File: config.mk
export PLATFORM = sky130hd
export DESIGN_NAME = flags_commit_ctrl
export DESIGN_NICKNAME = d
export VERILOG_FILES = /design/src/rtl/flags_commit_ctrl_pkg.sv /design/src/rtl/flags_commit_ctrl_rr_arbiter.sv /design/src/rtl/flags_commit_ctrl.sv
export SDC_FILE = /design/constraint.sdc
export NUM_CORES = 1
export LEC_CHECK = 0
export CORE_MARGIN = 2
export CORE_UTILIZATION = 43
export DETAILED_ROUTE_END_ITERATION = 16
export PLACE_DENSITY = 0.85
export SYNTH_ARGS = -nofsm -noshare
export SYNTH_HDL_FRONTEND = slang
export SYNTH_SLANG_ARGS = --single-unit
File: constraint.sdc
create_clock -name clk -period 5.6 [get_ports clk]
set_clock_uncertainty 0.1 [all_clocks]
set_input_delay 0.56 -clock clk [delete_from_list [all_inputs] [get_ports clk]]
set_output_delay 0.56 -clock clk [all_outputs]
set_load 0.02 [all_outputs]
File: src/rtl/flags_commit_ctrl_pkg.sv
// Shared definitions for the flags commit controller: status bit layout, AH packing
// and the LAHF service state type.
package flags_commit_ctrl_pkg;

    localparam int STATUS_W      = 7;
    localparam int STATUS_PF_BIT = 0;
    localparam int STATUS_AF_BIT = 1;
    localparam int STATUS_ZF_BIT = 2;
    localparam int STATUS_SF_BIT = 3;
    localparam int STATUS_CF_BIT = 4;
    localparam int STATUS_OF_BIT = 5;
    localparam int STATUS_IF_BIT = 6;

    localparam int FLAG_UPD_DF_BIT = 7;

    localparam int AH_CF_POS  = 0;
    localparam int AH_ONE_POS = 1;
    localparam int AH_PF_POS  = 2;
    localparam int AH_AF_POS  = 4;
    localparam int AH_ZF_POS  = 6;
    localparam int AH_SF_POS  = 7;

    typedef enum logic {
        IDLE      = 1'b0,
        LAHF_PEND = 1'b1
    } lahf_state_t;

    // AH = {SF, ZF, 0, AF, 0, PF, 1, CF}
    function automatic logic [7:0] pack_ah(input logic [STATUS_W-1:0] status);
        logic [7:0] ah;
        ah             = '0;
        ah[AH_CF_POS]  = status[STATUS_CF_BIT];
        ah[AH_ONE_POS] = 1'b1;
        ah[AH_PF_POS]  = status[STATUS_PF_BIT];
        ah[AH_AF_POS]  = status[STATUS_AF_BIT];
        ah[AH_ZF_POS]  = status[STATUS_ZF_BIT];
        ah[AH_SF_POS]  = status[STATUS_SF_BIT];
        return ah;
    endfunction

endpackage

File: src/rtl/flags_commit_ctrl_rr_arbiter.sv
// N-way round-robin arbiter: combinational one-hot grant, search starting at ptr.
module rr_arbiter #(
    parameter int N    = 3,
    parameter int IW   = $clog2(N)
) (
    input  logic [N-1:0]  valid,
    input  logic [IW-1:0] ptr,
    input  logic          enable,
    output logic [N-1:0]  grant,
    output logic [IW-1:0] index
);

    always_comb begin
        logic found;
        int   cand;
        grant = '0;
        index = '0;
        found = 1'b0;
        cand  = 0;
        for (int off = 0; off < N; off++) begin
            cand = (int'(ptr) + off) % N;
            if (enable && !found && valid[cand]) begin
                found       = 1'b1;
                grant[cand] = 1'b1;
                index       = IW'(cand);
            end
        end
    end

endmodule

File: src/rtl/flags_commit_ctrl.sv
// Architectural status register with round-robin masked updates and LAHF service.
// Optional DF register is built when FLAGS_COMMIT_DF_EN is defined.
module flags_commit_ctrl
    import flags_commit_ctrl_pkg::*;
#(
    parameter int         N_REQ        = 3,
    parameter logic [6:0] STATUS_RESET = 7'h00,
    localparam int        IDX_W        = $clog2(N_REQ)
) (
    input  logic                 clk,
    input  logic                 rst,
    input  logic                 stall,
    input  logic [N_REQ-1:0]     req_valid,
    input  logic [8*N_REQ-1:0]   req_mask,
    input  logic [8*N_REQ-1:0]   req_value,
    output logic [N_REQ-1:0]     req_ready,
    input  logic                 lahf_req,
    output logic                 ah_valid,
    output logic [7:0]           ah_out,
    output logic [6:0]           status_out,
    output logic                 df_out,
    output logic                 commit_valid,
    output logic [IDX_W-1:0]     commit_src
);

    logic [7:0]       mask_arr  [N_REQ];
    logic [7:0]       value_arr [N_REQ];
    logic [N_REQ-1:0] grant;
    logic [IDX_W-1:0] grant_idx;
    logic             handshake;
    logic [7:0]       sel_mask;
    logic [7:0]       sel_value;

    logic [6:0]       status_reg, status_next;
    logic [IDX_W-1:0] rr_ptr_reg, rr_ptr_next;
    logic             commit_valid_reg;
    logic [IDX_W-1:0] commit_src_reg;
    logic             ah_valid_reg;
    logic [7:0]       ah_out_reg;
    lahf_state_t      state_reg;

    genvar gi;
    generate
        for (gi = 0; gi < N_REQ; gi++) begin : g_slice
            assign mask_arr[gi]  = req_mask[8*gi +: 8];
            assign value_arr[gi] = req_value[8*gi +: 8];
        end
    endgenerate

    // Reset also gates the grant so no handshake is offered while in reset.
    rr_arbiter #(.N(N_REQ), .IW(IDX_W)) u_arb (
        .valid  (req_valid),
        .ptr    (rr_ptr_reg),
        .enable (!stall && !rst),
        .grant  (grant),
        .index  (grant_idx)
    );

    assign req_ready   = grant;
    assign handshake   = |grant;
    assign sel_mask    = mask_arr[grant_idx];
    assign sel_value   = value_arr[grant_idx];
    assign rr_ptr_next = (grant_idx == IDX_W'(N_REQ - 1)) ? '0 : grant_idx + IDX_W'(1);

    // Post-commit view, also used for the LAHF bypass.
    assign status_next = handshake
        ? ((status_reg & ~sel_mask[6:0]) | (sel_value[6:0] & sel_mask[6:0]))
        : status_reg;

    always_ff @(posedge clk or posedge rst) begin
        if (rst) begin
            state_reg        <= IDLE;
            status_reg       <= STATUS_RESET;
            rr_ptr_reg       <= '0;
            commit_valid_reg <= 1'b0;
            commit_src_reg   <= '0;
            ah_valid_reg     <= 1'b0;
            ah_out_reg       <= '0;
        end else begin
            commit_valid_reg <= handshake;
            ah_valid_reg     <= 1'b0;
            if (handshake) begin
                status_reg     <= status_next;
                rr_ptr_reg     <= rr_ptr_next;
                commit_src_reg <= grant_idx;
            end
            case (state_reg)
                IDLE: begin
                    if (lahf_req) begin
                        if (stall) begin
                            state_reg <= LAHF_PEND;
                        end else begin
                            ah_valid_reg <= 1'b1;
                            ah_out_reg   <= pack_ah(status_next);
                        end
                    end
                end
                LAHF_PEND: begin
                    if (!stall) begin
                        ah_valid_reg <= 1'b1;
                        ah_out_reg   <= pack_ah(status_next);
                        state_reg    <= IDLE;
                    end
                end
                default: state_reg <= IDLE;
            endcase
        end
    end

`ifdef FLAGS_COMMIT_DF_EN
    logic df_reg;

    always_ff @(posedge clk or posedge rst) begin
        if (rst) begin
            df_reg <= 1'b0;
        end else if (handshake && sel_mask[FLAG_UPD_DF_BIT]) begin
            df_reg <= sel_value[FLAG_UPD_DF_BIT];
        end
    end

    assign df_out = df_reg;
`else
    assign df_out = 1'b0;
`endif

    assign status_out   = status_reg;
    assign commit_valid = commit_valid_reg;
    assign commit_src   = commit_src_reg;
    assign ah_valid     = ah_valid_reg;
    assign ah_out       = ah_out_reg;

endmodule
==> results of run 1 <==
-- routing by layer --
| layer | global-route usage, % | share of wire [%] | up-vias |
|---|---|---|---|
| li1 | - | - | 696 |
| met1 | 19.22 | 42 | 628 |
| met2 | 30.21 | 51 | 49 |
| met3 | 5.106 | 7.2 | 2 |
| met4 | 2.446 | 0.40 | 0 |
| met5 | 0 | 0 | - |
-- cells by family (layout without fill, tap and decap cells) --
family	Yosys count	in the layout
muxes	23	23
other	1	3
AOI/OAI and AO/OA	38	38
DFF	20	20
and+or+nand+nor	58	58
buffers and inverters	17	78
adders and majority gates	4	4
-- final timing paths --
check / startpoint / endpoint / cells after the start
worst max-delay path: rr_ptr_reg[1] / req_ready[1] / 8
worst min-delay path: ah_out[1] / ah_out[1] / 1
worst max register to register: rr_ptr_reg[0] / register / 9
worst min register to register: ah_out[1] / ah_out[1] / 1
max in group asynchronous: rst / status_out[1] / 2
min in group asynchronous: rst / rr_ptr_reg[1] / 2
-- worst max-delay path: cells and delay by family (launching register included) --
kind	cells	cell delay, ns
buffers and inverters	2	0.69
multiplexers	1	0.28
flip-flops	1	0.43
adder cells (fa/ha/maj)	1	0.27
AO/OA/AOI/OAI	2	0.44
AND/OR/NAND/NOR	2	0.52
-- layout make-up --
type | count | area (sq um) | area share [%]
Timing Repair Buffer | 68 | 680.7 | 30.43
Sequential cell | 20 | 500.5 | 22.37
Inverter | 6 | 22.52 | 1.007
Multi-Input combinational cell | 126 | 939.7 | 42.00
Tap cell | 46 | 57.56 | 2.573
Clock buffer | 4 | 36.28 | 1.622
-- through the flow --
stage               util, %  std cells  hold WS, ns  worst slack (ns)
floorplan                 -        163       0.3718             2.901
finish                66.00        270       0.3818             2.015
detailed placement    64.93        266       0.3622             2.053
global route          66.00        270       0.4080             1.833
CTS                   66.00        270       0.3876             2.017
global placement      64.93        266       0.3522             2.103
-- report_power, final --
part	switching (mW)	total, mW	internal, mW
Sequential	0.0319	0.232	0.200
Combinational	0.298	0.570	0.272
Clock	0.0408	0.0804	0.0397
-- Yosys cell counts (2+ instances only) --
cell | number | area, sq um
mux2_1 | 6 | 67.56
buf_4 | 3 | 22.52
o21ai_2 | 3 | 26.28
mux2i_1 | 11 | 110.1
a31oi_1 | 3 | 18.77
buf_6 | 3 | 33.78
o21ai_1 | 2 | 10.01
a31oi_2 | 2 | 25.02
nor2b_1 | 4 | 25.02
a21o_1 | 2 | 15.01
a211o_1 | 5 | 43.79
a311oi_1 | 6 | 52.55
buf_2 | 3 | 15.01
nand2b_1 | 2 | 12.51
inv_1 | 5 | 18.77
nor2_1 | 16 | 60.06
nand2_1 | 21 | 78.83
a21oi_1 | 3 | 15.01
or2_2 | 2 | 12.51
ha_1 | 4 | 50.05
nand3_1 | 2 | 10.01
dfrtp_1 | 20 | 500.5
mux2_4 | 6 | 90.09
o21ai_0 | 7 | 35.03
==> results.md, run 1 <==
- Count of cell types in the netlist: 44
- Dominant combinational cell family by area after synthesis: simple AND/OR/NAND/NOR gates
- Ys flop type: dfrtp_1
- Overall die area: 4089 sq um
- Port Buffer Count: just under 70
- Number of antenna-violating nets in the routed design: 0
- Cells after synthesis: around 160
- Area growth from synthesis to layout: 44.78%
- Clock insertion delay at the later pin of the skew report: 0.30 ns
- Leakage power of the design: roughly 0.95 nW
- Deepest level of the CTS H-tree: 1
- Number of flip-flops under the largest register name: 6
- Worst stage delay on the critical path: 0.60 ns
- Via Count: 1375
- Total cell area at the placement stage: 2201 sq um
- # fillers: 281
- Resized cells post-CTS: 0
- Clock input transition at the sequential cells of the worst setup and hold paths: about 0.11 ns
- Max_slew headroom: 33.01%
- Max Buffers Root-to-Sink: 2
- Wire length after detailed routing: between 3 and 4 mm
- Period utilisation layout: 64.02%
- Startpoint kind of the worst setup timing path: register
- Clock sink count: 20
- Top library cells by usage in the layout, fill and taps aside: clkdlybuf4s50_1, nand2_1, dfrtp_1
- Post-layout min period: roughly 3.6 ns
- Clock buffers created by TritonCTS: 3
- Synth warn: 0
- Site row count: 21
- Commonest non-fill, non-tap cell in the layout: clkdlybuf4s50_1
- Path type of the worst min-delay path: reg2reg
- Final Slew Violations: 0
- Highest achievable clock rate: 0.2789 GHz
- Cells traversed along the worst timing path: inv_1, ha_1, mux2i_1, nor2_1, or3_4, a21oi_1, a21o_1, clkdlybuf4s50_1
- Post-DR wirelength/cell: roughly 12 microns
- Final routed DRC violation total: 0
- Post-synthesis register bit count: 20
- Global placement routability congestion: about 0.89
- Layout Nets: 284
- Mux share of post-synthesis cell area: 17.33%
- Worst IR Drop VDD: approximately 210 uV
- Share of flip-flops with an asynchronous set or reset after synthesis: between 90% and 100%
- CTS Hold Bufs: 0
- Maximum number of pins on one net before global-route repair: 25
- Aggregate negative setup slack: 0 ns
- Adder-cell share of the synthesized area: about 3.2%
- Final hold violation count: 0
- Simple-gate portion of the synthesized area: 20.16%
- Global-route wire length before repair: 5.506 mm
- Drt initial violations: 60
- Result of the run: completed
- CORE AREA: 3390 sq um
- I/O pin total: 78
- Xor and xnor area share after synthesis: 0%
- Initial antenna violation count: 0
- Buffers inserted during post-CTS setup optimization: 0
- Leftover overflow at the end of global routing: 0
- Biggest fanout along the worst timing path: 6
- Post-synth EDFFs: 0
- Slack of the worst reg-to-reg path: between 2 and 3 ns
- Final count of negative-setup-slack endpoints: 0
- Fraction of final layout cells sized beyond drive strength 1: 12.05%
- TritonCTS clock tree: done
- Diode count: 0
- Dpl hpwl: 2.611 mm
- Start-to-end type of the worst setup path: reg2out
- Max-capacitance violation count: 0
- Overall fraction of global-route tracks in use: 16.55%
- Netlist Area Pre-Place: 1545 sq um
- Average cell area after synthesis: 9.598 sq um
- Number of iterations in the first detailed-routing pass: 4
- Type of destination of the critical path: primary output
- Slowest stage cell, crit path: clkdlybuf4s50_1
- Die extent in y: 63.95 microns
- Post-detailed-route via-to-cell ratio: between 5 and 6
- Power density over the cells: 394.3 nW/um^2
- Number of global-route vias before repair: 1287
- Setup repair after global routing missed its margin: false
- Required time reported for the critical path endpoint: 4.94 ns
- Die W: 63.95 microns
- Library cell used as clock root buffer: clkbuf_4
- Sequential-to-total area share from yosys stat: 32.39%
- Starting density of the core: 45.59%
- Total power: 882.1 uW
- Crit path arrival time: 2.93 ns
- Actual transition at the worst max-transition pin: 0.9974 ns
- Compound-Gate Fraction of Synth Area: 19.35%
- Final design instance area without fill: between 2000 and 2500 sq um
Note: power is estimated with default switching activity, not from simulation.
==> run 2, diff against run 1 <==
--- a/config.mk
+++ b/config.mk
@@ -6,9 +6,9 @@
 export NUM_CORES = 1
 export LEC_CHECK = 0
 export CORE_MARGIN = 2
-export CORE_UTILIZATION = 43
+export CORE_UTILIZATION = 40
 export DETAILED_ROUTE_END_ITERATION = 16
-export PLACE_DENSITY = 0.85
+export PLACE_DENSITY = 0.8
 export SYNTH_ARGS = -nofsm -noshare
 export SYNTH_HDL_FRONTEND = slang
 export SYNTH_SLANG_ARGS = --single-unit
==> constraint.sdc (replaced) <==
create_clock -name clk -period 3.6 [get_ports clk]
set_clock_uncertainty 0.1 [all_clocks]
set_input_delay 0.36 -clock clk [delete_from_list [all_inputs] [get_ports clk]]
set_output_delay 0.36 -clock clk [all_outputs]
set_load 0.02 [all_outputs]
==> run 2 against run 1 <==
Against the previous run:
- wire length increased by 7.3%
- via count down 1.7%
- critical path depth unchanged
- total power is 68% higher
- die area grew 7.0%
- clock power rose to 2.7 times the previous value
- critical endpoint unchanged
- largest cell class unchanged
- largest power group unchanged
==> results.md, run 2 (synthesized netlist as in run 1, its figures left out) <==
- Result of the run: completed (unchanged)
- Leftover overflow at the end of global routing: 0 (unchanged)
- I/O pin total: 78 (unchanged)
- Core Util, Final: 61.87% (was 66.00%)
- Part of the power in combinational logic: 60.6% (was 64.6%)
- Starting density of the core: 41.89% (was 45.59%)
- # fillers: 324 (was 281)
- Start-to-end type of the worst setup path: reg2out (unchanged)
- Maximum number of pins on one net before global-route repair: 22 (was 25)
- CTS Hold Bufs: 0 (unchanged)
- Resized cells post-CTS: 0 (unchanged)
- Period utilisation layout: approximately 92%
- Count of non-filler cells in the finished layout: 273 (was 270)
- Fraction of final layout cells sized beyond drive strength 1: 12.44% (was 12.05%)
- Leakage power of the design: 0.9656 nW (was 0.9455 nW)
- Post-placement cell count: 269 (was 266)
- Total cell area at the placement stage: 2211 sq um (was 2201 sq um)
- Clock buffers created by TritonCTS: 3 (unchanged)
- Die extent in y: 66.16 microns (was 63.95 microns)
- Number of global-route vias before repair: 1331 (was 1287)
- Global placement routability congestion: 0.8984 (was 0.8935)
- Initial antenna violation count: 0 (unchanged)
- Final routed DRC violation total: 0 (unchanged)
- Biggest fanout along the worst timing path: 6 (unchanged)
- Via Count: 1352 (was 1375)
- Area growth from synthesis to layout: 47.69% (was 44.78%)
- Final hold violation count: 0 (unchanged)
- Max-capacitance violation count: 0 (unchanged)
- Clock insertion delay at the later pin of the skew report: 0.25 ns (was 0.30 ns)
- Max_slew headroom: 31.24% (was 33.01%)
- Post-DR wirelength/cell: 12.67 microns (was 11.94 microns)
- Clock input transition at the sequential cells of the worst setup and hold paths: 0.07 ns (was 0.11 ns)
- Cells traversed along the worst timing path: inv_1, ha_1, mux2i_1, nor2_1, or3_4, a21oi_1, a21o_1, clkdlybuf4s50_1 (unchanged)
- Switching Fraction: 40.20% (was 41.98%)
- Net Sw Power: 596.0 uW (was 370.3 uW)
- Aggregate negative setup slack: 0 ns (unchanged)
- Setup slack at placement: 0.3272 ns (was 2.053 ns)
- Site row count: 22 (was 21)
- Worst IR Drop VDD: 356.7 uV (was 207.0 uV)
- Type of destination of the critical path: primary output (unchanged)
- Actual transition at the worst max-transition pin: 1.024 ns (was 0.9974 ns)
- Drt initial violations: 54 (was 60)
- Final count of negative-setup-slack endpoints: 0 (unchanged)
- Highest achievable clock rate: roughly 0.30 GHz
- Die W: 66.16 microns (was 63.95 microns)
- Total area of multi-input combinational cells: 939.7 sq um (unchanged)
- Internal Dissipation: 886.7 uW (was 511.8 uW)
- Final setup margin: 0.2817 ns (was 2.015 ns)
- Deepest level of the CTS H-tree: 1 (unchanged)
- Overall die area: 4376 sq um (was 4089 sq um)
- Port Buffer Count: 68 (unchanged)
- Worst stage delay on the critical path: 0.59 ns (was 0.60 ns)
- Slowest stage cell, crit path: clkdlybuf4s50_1 (unchanged)
- Number of iterations in the first detailed-routing pass: 4 (unchanged)
- Diode count: 0 (unchanged)
- Post-layout min period: 3.318 ns
- Final Slew Violations: 0 (unchanged)
- Library cell used as clock root buffer: clkbuf_8 (was clkbuf_4)
- Sequential standard cell area: 500.5 sq um (unchanged)
- Path type of the worst min-delay path: reg2reg (unchanged)
- Top library cells by usage in the layout, fill and taps aside: clkdlybuf4s50_1, nand2_1, dfrtp_1 (unchanged)
- Startpoint kind of the worst setup timing path: register (unchanged)
- Clock sink count: 20 (unchanged)
- Dpl hpwl: 2.767 mm (was 2.611 mm)
- CORE AREA: 3689 sq um (was 3390 sq um)
- Overall fraction of global-route tracks in use: 16.95% (was 16.55%)
- Power density over the cells: 649.7 nW/um^2 (was 394.3 nW/um^2)
- Buffers inserted during post-CTS setup optimization: 0 (unchanged)
- Number of antenna-violating nets in the routed design: 0 (unchanged)
- TritonCTS clock tree: done (unchanged)
- Post-detailed-route via-to-cell ratio: 4.952 (was 5.093)
- Setup repair after global routing missed its margin: false (unchanged)
- Proportion of power drawn by flip-flops and latches: 24.7% (was 26.3%)
- Final design instance area without fill: 2282 sq um (was 2237 sq um)
- Total power: 1.483 mW (was 882.1 uW)
- Wire length after detailed routing: 3.460 mm (was 3.224 mm)
- Commonest non-fill, non-tap cell in the layout: clkdlybuf4s50_1 (unchanged)
- Part of the power in the clock network: 14.7% (was 9.1%)
- Final hold slack: 0.3883 ns (was 0.3818 ns)
- Layout Nets: 285 (was 284)
- Number of flip-flops under the largest register name: 6 (unchanged)
- Required time reported for the critical path endpoint: 3.14 ns (was 4.94 ns)
- Global-route wire length before repair: 5.740 mm (was 5.506 mm)
- Crit path arrival time: 2.86 ns (was 2.93 ns)
- Max Buffers Root-to-Sink: 2 (unchanged)
run 2: cell count changes in the layout (fill, tap and decap cells not counted), sizes merged:
cell	previous run	this run
clkbuf	4	3
bufinv	0	1
buf	0	1
run 2: final timing paths:
path,startpoint,to,slack (ns),depth (start not counted)
setup / recovery,rr_ptr_reg[1],req_ready[1],0.28,8
hold / removal,register,register,0.39,1
setup reg to reg,rr_ptr_reg[1],register,0.47,9
hold reg to reg,register,register,0.39,1
max in group asynchronous,rst,rr_ptr_reg[0],2.47,2
min in group asynchronous,rst,state_reg,0.47,2
run 2: routing by layer:
metal  up-vias  track usage (%)  wire (microns)
met1       604            19.98            1442
met3         2            5.111             248
met5         -                0               0
li1        699                -               -
met2        47            30.00            1747
met4         0            3.827              21
run 2: power by group through the flow:
stage / Combinational, mW / Clock, mW / Sequential, mW
finish: 0.899 / 0.218 / 0.366
global route: 0.979 / 0.238 / 0.379
CTS: 0.905 / 0.225 / 0.368
detailed placement: 0.905 / 0 / 0.369
global placement: 0.892 / 0 / 0.367
floorplan: 0.528 / 0 / 0.455
run 2: worst max-delay path: cells and delay by family, from the launching register on:
kind	cells	cell delay, ns
AOI/OAI and AO/OA	2	0.44
adders and majority gates	1	0.30
and+or+nand+nor	2	0.50
DFF	1	0.41
buffers and inverters	2	0.68
muxes	1	0.27
run 2: cell type report:
cell class,count,area share (%)
inverter,6,0.9868
clock inverter,1,1.316
sequential,20,21.93
clock buffer,3,1.809
tap,48,2.632
multi-input combinational,126,41.17
timing repair buffer,69,30.15
==> run 3, diff against run 2 <==
--- a/config.mk
+++ b/config.mk
@@ -5,6 +5,7 @@
 export SDC_FILE = /design/constraint.sdc
 export NUM_CORES = 1
 export LEC_CHECK = 0
+export CORE_ASPECT_RATIO = 0.75
 export CORE_MARGIN = 2
 export CORE_UTILIZATION = 40
 export DETAILED_ROUTE_END_ITERATION = 16
==> run 3 against run 2 <==
Against the previous run:
- sequential power barely moved
- flip-flop and latch count did not move
- non-clock buffer count did not move
- largest power group unchanged
- register-to-register slack got worse by 0.04 ns
- fmax fell by 1.5%
- die area rose by 0.11%
- highest routed layer unchanged
- count of clock-buffer cells in the layout did not move
- total power barely moved
- critical path depth did not move
- via count rose by 1.9%
- largest cell class unchanged
==> results.md, run 3 (synthesized netlist as in run 1, its figures left out) <==
- Final hold slack: 0.3783 ns (was 0.3883 ns)
- Period utilisation layout: 93.62% (was 92.18%)
- Number of flip-flops under the largest register name: 6 (unchanged)
- Slowest stage cell, crit path: clkdlybuf4s50_1 (unchanged)
- Required time reported for the critical path endpoint: 3.14 ns (about the same)
- Cells traversed along the worst timing path: inv_1, ha_1, mux2i_1, nor2_1, or3_4, a21oi_1, a21o_1, clkdlybuf4s50_1 (unchanged)
- Clock insertion delay at the later pin of the skew report: 0.25 ns (about the same)
- Biggest fanout along the worst timing path: 6 (unchanged)
- Max_slew headroom: 29.67% (was 31.24%)
- Dpl hpwl: 2.723 mm (was 2.767 mm)
- Number of antenna-violating nets in the routed design: 0 (unchanged)
- Power density over the cells: 648.8 nW/um^2 (was 649.7 nW/um^2)
- Library cell used as clock root buffer: clkbuf_8 (unchanged)
- Result of the run: completed (unchanged)
- Leftover overflow at the end of global routing: 0 (unchanged)
- Type of destination of the critical path: primary output (unchanged)
- TritonCTS clock tree: done (unchanged)
- Clock buffers created by TritonCTS: 3 (unchanged)
- Fraction of final layout cells sized beyond drive strength 1: 12.44% (unchanged)
- Global placement routability congestion: 0.9113 (was 0.8984)
- Area growth from synthesis to layout: 48.02% (was 47.69%)
- Final routed DRC violation total: 0 (unchanged)
- Layout Nets: 285 (unchanged)
- Commonest non-fill, non-tap cell in the layout: clkdlybuf4s50_1 (unchanged)
- Die W: 75.77 microns (was 66.16 microns)
- Post-detailed-route via-to-cell ratio: 4.975 (was 4.952)
- Aggregate negative setup slack: 0 ns (unchanged)
- Max Buffers Root-to-Sink: 2 (unchanged)
- Deepest level of the CTS H-tree: 1 (unchanged)
- Via Count: 1378 (was 1352)
- I/O pin total: 78 (unchanged)
- Clock sink count: 20 (unchanged)
- CTS Hold Bufs: 0 (unchanged)
- Wire length after detailed routing: 3.436 mm (was 3.460 mm)
- Overall die area: 4381 sq um (was 4376 sq um)
- Actual transition at the worst max-transition pin: 1.047 ns (was 1.024 ns)
- Worst IR Drop VDD: 268.8 uV (was 356.7 uV)
- Met1 routing resource usage after global routing: 23.09% (was 19.98%)
- Clock input transition at the sequential cells of the worst setup and hold paths: 0.07 ns (about the same)
- Final hold violation count: 0 (unchanged)
- Family with the most delay on the worst path: buffers and inverters (unchanged)
- Crit path arrival time: 2.91 ns (was 2.86 ns)
- Final count of negative-setup-slack endpoints: 0 (unchanged)
- Diode count: 0 (unchanged)
- Startpoint kind of the worst setup timing path: register (unchanged)
- Setup repair after global routing missed its margin: false (unchanged)
- Number of iterations in the first detailed-routing pass: 4 (unchanged)
- CORE AREA: 3685 sq um (was 3689 sq um)
- Worst stage delay on the critical path: 0.59 ns (about the same)
- Worst path buffer plus inverter count: 2 (unchanged)
- Start-to-end type of the worst setup path: reg2out (unchanged)
- Global-route wire length before repair: 5.637 mm (was 5.740 mm)
- Maximum number of pins on one net before global-route repair: 22 (unchanged)
- Drt initial violations: 53 (was 54)
- Site row count: 19 (was 22)
- Leakage power of the design: 0.9656 nW (unchanged)
- Post-layout min period: 3.370 ns (was 3.318 ns)
- Initial antenna violation count: 0 (unchanged)
- Path type of the worst min-delay path: reg2reg (unchanged)
- Port Buffer Count: 68 (unchanged)
- Overall fraction of global-route tracks in use: 16.62% (was 16.95%)
- Starting density of the core: 41.94% (was 41.89%)
- Final Slew Violations: 0 (unchanged)
- Met2 Use GR: 25.25% (was 30.00%)
- Max-capacitance violation count: 0 (unchanged)
- Post-DR wirelength/cell: 12.40 microns (was 12.67 microns)
- Resized cells post-CTS: 0 (unchanged)
- Die extent in y: 57.83 microns (was 66.16 microns)
- Number of global-route vias before repair: 1237 (was 1331)
- Buffers inserted during post-CTS setup optimization: 0 (unchanged)
- Busiest layer in global routing: met2 (unchanged)
- Fraction of met3 tracks used by global routing: 6.435% (was 5.111%)
- Top library cells by usage in the layout, fill and taps aside: clkdlybuf4s50_1, nand2_1, dfrtp_1 (unchanged)
- Highest achievable clock rate: 0.2967 GHz (was 0.3014 GHz)
## run 3: cell counts in the layout (fill, tap and decap cells not counted)
Identical to the previous run, type by type.
## run 3: routing by layer
layer  up-vias  wire length (microns)  share of wire, %
li1        701                      -                 -
met1       623                   1583                46
met2        52                   1539                45
met3         2                    304               8.8
met4         0                     10              0.29
met5         -                      0                 0
## run 3: metrics by stage
| stage | power (mW) | cells | instance area [sq um] | utilization (%) | worst slack, ns |
|---|---|---|---|---|---|
| after floorplan | 0.9828 | 163 | 1553 | - | 0.9005 |
| final | 1.484 | 277 | 2287 | 62.07 | 0.2298 |
| after global routing | 1.593 | 277 | 2287 | 62.07 | 0.04164 |
| after global placement | 1.260 | 273 | 2216 | 60.14 | 0.3788 |
| after detailed placement | 1.275 | 273 | 2216 | 60.14 | 0.3241 |
| after CTS | 1.499 | 277 | 2287 | 62.07 | 0.2475 |
## run 3: worst register-to-register path, cell delays in order (launching register included)
cell      delay (ns)
dfrtp_1         0.41
inv_1           0.09
ha_1            0.30
nand2b_4        0.20
mux2_4          0.30
a22oi_2         0.11
a21oi_1         0.15
nor4_4          0.92
nor2_1          0.14
mux2_1          0.34
## run 3: report_power, final
part | internal, mW | total (mW) | switching, mW | leakage [nW]
sequential | 0.312 | 0.363 | 0.0510 | 0.243
combinational | 0.427 | 0.904 | 0.477 | 0.687
clock | 0.148 | 0.217 | 0.0689 | 0.0357
## run 3: final timing paths
kind                            endpoint  cells past startpoint  slack [ns]           from
setup reg to reg                register                      9        0.43  rr_ptr_reg[1]
hold / removal                 ah_out[1]                      1        0.38      ah_out[1]
max in group asynchronous  status_out[2]                      2        2.47            rst
setup / recovery            req_ready[1]                      8        0.23  rr_ptr_reg[1]
min in group asynchronous  status_out[0]                      2        0.47            rst
hold reg to reg                ah_out[1]                      1        0.38      ah_out[1]
## run 3: final cells by class
type | count | area (sq um)
Clock buffer | 3 | 41.29
Clock inverter | 1 | 30.03
Sequential cell | 20 | 500.5
Tap cell | 52 | 65.06
Timing Repair Buffer | 69 | 688.2
Inverter | 6 | 22.52
Fill cell | 329 | 1398
Multi-Input combinational cell | 126 | 939.7
